**config.mk**
```make
export PLATFORM = sky130hd
export DESIGN_NAME = step_sched_ctrl
export DESIGN_NICKNAME = d
export VERILOG_FILES = /design/src/rtl/step_sched_pkg.sv /design/src/rtl/step_fsm_model.sv /design/src/rtl/step_sched_ctrl.sv
export SDC_FILE = /design/constraint.sdc
export NUM_CORES = 1
export LEC_CHECK = 0
export CAP_MARGIN = 20
export CORE_ASPECT_RATIO = 1.1
export CORE_MARGIN = 2
export CORE_UTILIZATION = 30
export DETAILED_ROUTE_END_ITERATION = 10
export SLEW_MARGIN = 20
export SYNTH_ARGS = -nofsm -noshare
export SYNTH_HDL_FRONTEND = slang
export SYNTH_HIERARCHICAL = 1
export SYNTH_SLANG_ARGS = --single-unit
```
**constraint.sdc**
```tcl
create_clock -name clk -period 1.87 [get_ports clk]
set_input_delay 0.561 -clock clk [delete_from_list [all_inputs] [get_ports clk]]
set_output_delay 0.561 -clock clk [all_outputs]
set_load 0.05 [all_outputs]
```
**src/rtl/step_sched_pkg.sv**
```systemverilog
// Shared types and constants for the step scheduler and its shadow FSM model.
package step_sched_pkg;

  // Controller states of the scheduler
  typedef enum logic [1:0] {
    IDLE  = 2'd0,
    PULSE = 2'd1,
    GAP   = 2'd2,
    DONE  = 2'd3
  } ctrl_state_t;

  // Encodings of the shared 5-state step-counting FSM
  localparam logic [2:0] S0 = 3'b000;
  localparam logic [2:0] S1 = 3'b001;
  localparam logic [2:0] S2 = 3'b010;
  localparam logic [2:0] S3 = 3'b011;
  localparam logic [2:0] S4 = 3'b100;

  // Output O of the FSM while it sits in its reset state
  localparam logic MODEL_O_RST = 1'b1;

endpackage

```
**src/rtl/step_fsm_model.sv**
```systemverilog
// Cycle-exact shadow of the shared step-counting FSM, advanced by each step pulse.
module step_fsm_model (
  input  logic       clk,
  input  logic       rst,
  input  logic       step,
  output logic [2:0] model_state,
  output logic       model_o
);
  import step_sched_pkg::*;

  logic [2:0] r_state;
  logic       r_o;

  // Advance the predicted state/output on every edge where a step is presented
  always_ff @(posedge clk) begin
    if (rst) begin
      r_state <= S0;
      r_o     <= MODEL_O_RST;
    end else if (step) begin
      case (r_state)
        S0: begin
          r_state <= S1;
          r_o     <= 1'b0;
        end
        S1: r_state <= S2;
        S2: begin
          r_state <= S3;
          r_o     <= 1'b1;
        end
        S3: begin
          r_state <= S4;
          r_o     <= 1'b0;
        end
        S4: r_state <= S1;
        default: begin
          r_state <= S0;
          r_o     <= MODEL_O_RST;
        end
      endcase
    end
  end

  assign model_state = r_state;
  assign model_o     = r_o;

endmodule

```
**src/rtl/step_sched_ctrl.sv**
```systemverilog
// Round-robin two-requester scheduler that drives step pulses into the shared FSM.
module step_sched_ctrl #(
  parameter int CNT_W = 4,
  parameter int GAP_W = 4
) (
  input  logic             clk,
  input  logic             rst,
  input  logic [1:0]       req,
  input  logic [CNT_W-1:0] cnt0,
  input  logic [CNT_W-1:0] cnt1,
  input  logic [GAP_W-1:0] gap,
  output logic [1:0]       grant,
  output logic [1:0]       done,
  output logic             busy,
  output logic             step_o,
  output logic [2:0]       model_state,
  output logic             model_o
);
  import step_sched_pkg::*;

  ctrl_state_t      r_state;
  ctrl_state_t      w_next;
  logic [CNT_W-1:0] r_remaining;
  logic [GAP_W-1:0] r_gapReg;
  logic [GAP_W-1:0] r_gapCnt;
  logic [1:0]       r_grant;
  logic [1:0]       r_done;
  logic             r_step;
  logic             r_lastServed;
  logic             w_winner;
  logic [1:0]       w_winOh;
  logic [CNT_W-1:0] w_winCnt;
  logic [CNT_W-1:0] w_remDec;

  // Arbitration and next-state decision; a tie goes to whoever was not served last
  always_comb begin
    w_next   = r_state;
    w_winner = (req == 2'b10) || ((req == 2'b11) && !r_lastServed);
    w_winOh  = w_winner ? 2'b10 : 2'b01;
    w_winCnt = w_winner ? cnt1 : cnt0;
    w_remDec = r_remaining - CNT_W'(1);
    case (r_state)
      IDLE: begin
        if (req != 2'b00) begin
          w_next = (w_winCnt != '0) ? PULSE : DONE;
        end
      end
      PULSE: begin
        if (w_remDec == '0) begin
          w_next = DONE;
        end else if (r_gapReg == '0) begin
          w_next = PULSE;
        end else begin
          w_next = GAP;
        end
      end
      GAP: begin
        if (r_gapCnt <= GAP_W'(1)) begin
          w_next = PULSE;
        end
      end
      DONE:    w_next = IDLE;
      default: w_next = IDLE;
    endcase
  end

  // Registered controller state, grant/done/step outputs and service bookkeeping
  always_ff @(posedge clk) begin
    if (rst) begin
      r_state      <= IDLE;
      r_remaining  <= '0;
      r_gapReg     <= '0;
      r_gapCnt     <= '0;
      r_grant      <= 2'b00;
      r_done       <= 2'b00;
      r_step       <= 1'b0;
      r_lastServed <= 1'b1;
    end else begin
      r_state <= w_next;
      r_step  <= (w_next == PULSE);
      r_done  <= 2'b00;
      case (r_state)
        IDLE: begin
          if (req != 2'b00) begin
            r_grant     <= w_winOh;
            r_remaining <= w_winCnt;
            r_gapReg    <= gap;
            if (w_next == DONE) begin
              r_done <= w_winOh;
            end
          end
        end
        PULSE: begin
          r_remaining <= w_remDec;
          if (w_next == GAP) begin
            r_gapCnt <= r_gapReg;
          end
          if (w_next == DONE) begin
            r_done <= r_grant;
          end
        end
        GAP: begin
          r_gapCnt <= r_gapCnt - GAP_W'(1);
        end
        DONE: begin
          r_grant      <= 2'b00;
          r_lastServed <= r_grant[1];
        end
        default: r_grant <= 2'b00;
      endcase
    end
  end

  assign grant  = r_grant;
  assign done   = r_done;
  assign busy   = |r_grant;
  assign step_o = r_step;

  step_fsm_model u_model (
    .clk         (clk),
    .rst         (rst),
    .step        (r_step),
    .model_state (model_state),
    .model_o     (model_o)
  );

endmodule

```
==> results.toml <==
[status]
outcome = "finished, final reports clean"

[sta]
max_slew_margin_pct = 70.5
clock_skew_ns = 0.00190
rsz0062_at_grt = "no"
post-route-min-period_ns = 1.70
finalSetupViolCount = 0
post-route-period-util_pct = 90.9
slew_violations = 0
worstMarginPinSlew_ns = 0.442
fmax_ghz = 0.589
hold_violations = 0

[final_layout]
antennaDiodeCount = 0
final_util_pct = 42.7
drive_gt1_share_pct = 20.2
mostFrequentLayoutCells = "dfxtp_1, nor2_1, nand2_1, buf_4, a21oi_1"
nets = 229
layout_commonest_cell = "dfxtp_1"
syn2layout_area_growth_pct = 36.0

[cts]
htreeDepth = 1
cts_tree = "yes"
cts_made_buffers = 3
path_clk_slew_ns = 0.08
clock_latency_ns = 0.26
cts_buffer_depth = 2
cts-root-buf = "clkbuf_8"
cts_sinks = 24
post-cts-setup-buffers = 0

[synthesis]
synth_cells = 173
synth_area_um2 = 1370
ys_types = 48
synth_area_per_cell_um2 = 7.89
synth-main-ff-cell = "dfxtp_1"
synthArstFlopShare_pct = 0
yosysWarningCount = 6
syn_nets = 193
synth_edf_count = 0
ys_ff_latch = 24
yosysSeqAreaShare_pct = 35.2

[detailed_routing]
drtPass1Iterations = 4
dr.first_iter.drc_count = 36
wl_um = 2960
routedWlPerCell_um = 11.3
antenna_left = 0
drc = 0
num_vias = 1294
via_per_inst = 4.94

[global_route]
grt_first_pass_wirelength_um = 5020
grt_use_total_pct = 12.7
grt_pass1_vias = 1122
grt_max_degree = 15
antenna_found_initial = 0
gr-total-overflow = 0

[worst_setup_path]
endpoint = "done[0]"
worstSetupPathType = "in2reg"
startpoint = "req[0]"
slowest_delay_ns = 0.36
rr_worst_depth = 7
crit_path_start_kind = "input pin"
path_cells = "dlygate4sd2_1 > a21bo_1 > or3_1 > o31ai_2 > a41oi_2 > a2111oi_2"
r2r-start = "r_remaining[0]"
r2r_slack_ns = 0.18
slowest_stage = "or3_1"
crit_arrival_ns = 1.87
required_ns = 2.04
worst_r2r_endpoint = "r_gapCnt[1]"
crit_path_max_fanout = 4
critPathCaptureType = "flip-flop"

[flow_run]
maxCapViolations = 0

[power]
p_sw_share_pct = 43.7
combPwrFrac_pct = 56.8
total_power_mw = 2.89
powerDensity_nw_per_um2 = 1560
leakage_nw = 0.738
p_clk_share_pct = 12.0
p_sw_mw = 1.27
max-vdd-ir-drop_mv = 0.624
intPower_mw = 1.63
power_frac_seq_pct = 31.2

[floorplanning]
fp-row-count = 25
start_util_pct = 31.4
die_h_um = 74.7
num_io_pins = 26
core_um2 = 4350
die_w_um = 68.3
die_area_um2 = 5110

[place]
port_buffers = 25
globalplace.congestion = 0.838
dp_hpwl_um = 2310

[hold_path]
holdCritStartpoint = "r_gapReg[3]"
holdCritPathClass = "reg2reg"
[cells by family (layout without fill, tap and decap cells)]
kind of cell,after synthesis,after routing,share of synthesized area [%]
and+or+nand+nor,74,74,26.6
buffers and inverters,15,50,4.77
xor gates and xnor gates,2,2,1.28
AOI/OAI and AO/OA,50,50,25.4
adders and majority gates,4,4,3.67
DFF,24,24,35.2
muxes,4,4,3.12
[flip-flops by register name, summed over array words and instances (netlist names)]
register             cells
u_model/model_state      3
u_model/model_o          1
r_gapReg                 4
r_lastServed             1
r_remaining              4
step_o                   1
r_state                  2
r_gapCnt                 4
grant                    2
done                     2
[per-stage QoR]
step,cell area [um2],hold slack (ns),std cells,setup TNS (ns),setup slack (ns)
after floorplan,1370,0.455,173,0,0.0640
after global placement,1780,0.475,258,-2.81,-0.370
after detailed placement,1780,0.484,258,-2.97,-0.394
after CTS,1840,0.498,262,0,0.0597
after global routing,1860,0.528,262,0,0.0134
final,1860,0.498,262,0,0.171
[worst min-delay path by stage]
stage | endpoint | slack (ns) | cells after the start
after CTS | r_gapCnt[3] | 0.50 | 2
after global routing | r_lastServed | 0.53 | 1
after global placement | r_gapReg[3] | 0.48 | 2
final | r_gapReg[3] | 0.50 | 2
after floorplan | r_lastServed | 0.45 | 1
after detailed placement | r_gapCnt[3] | 0.48 | 2
[metal layers]
metal  GRT usage, %  up-vias  part of all wire (%)
met5              0        -                     0
met4           4.67        0                  0.78
met3           1.94        2                   2.9
met2           20.1       17                    48
met1           17.6      584                    48
li1               -      691                     -
[synth_stat cells (2+ instances only)]
cell      instances  share of area [%]
a21boi_0          2                1.1
nor4_1            2               0.92
nand2b_1          5                2.3
o21ai_0           5                1.8
nor2b_1           5                2.3
mux2_2            2                1.6
ha_1              4                3.7
a211oi_1          3                1.6
nor3_1            3                1.1
a221oi_1          2                1.3
nand2_1          20                5.5
inv_1             6                1.6
or3_1             2               0.92
a31oi_1           7                3.2
mux2i_1           2                1.5
nor2_1           22                6.0
clkbuf_1          6                1.6
a21o_1            2                1.1
nor3b_1           2                1.1
dfxtp_1          24                 35
a21oi_1          17                6.2
nand3_1           4                1.5
[layout make-up]
| class | count | area [um2] |
|---|---|---|
| Fill cell | 430 | 2490 |
| Multi-Input combinational cell | 134 | 841 |
| Sequential cell | 24 | 482 |
| Timing Repair Buffer | 40 | 389 |
| Tap cell | 54 | 67.6 |
| Clock buffer | 4 | 55.1 |
| Inverter | 6 | 22.5 |
[power by group through the flow]
stage	clock network [mW]	registers [mW]	logic (mW)
finish	0.348	0.902	1.64
global placement	0	0.913	1.61
CTS	0.364	0.898	1.62
global route	0.383	0.935	1.81
floorplan	0	1.00	0.970
detailed placement	0	0.910	1.61
[critical path: cells and delay by family]
family                 cells  cell delay, ns
buffers and inverters      1            0.26
AND/OR/NAND/NOR            1            0.36
AO/OA/AOI/OAI              4            0.69
[repair_timing]
action / CTS / global route
pin swaps: 5 / 0
setup endpoints to repair: 3 / 4
hold buffers: 0 / 0
gates resized for setup: 5 / 3
Power figures use the tool's default switching activity.
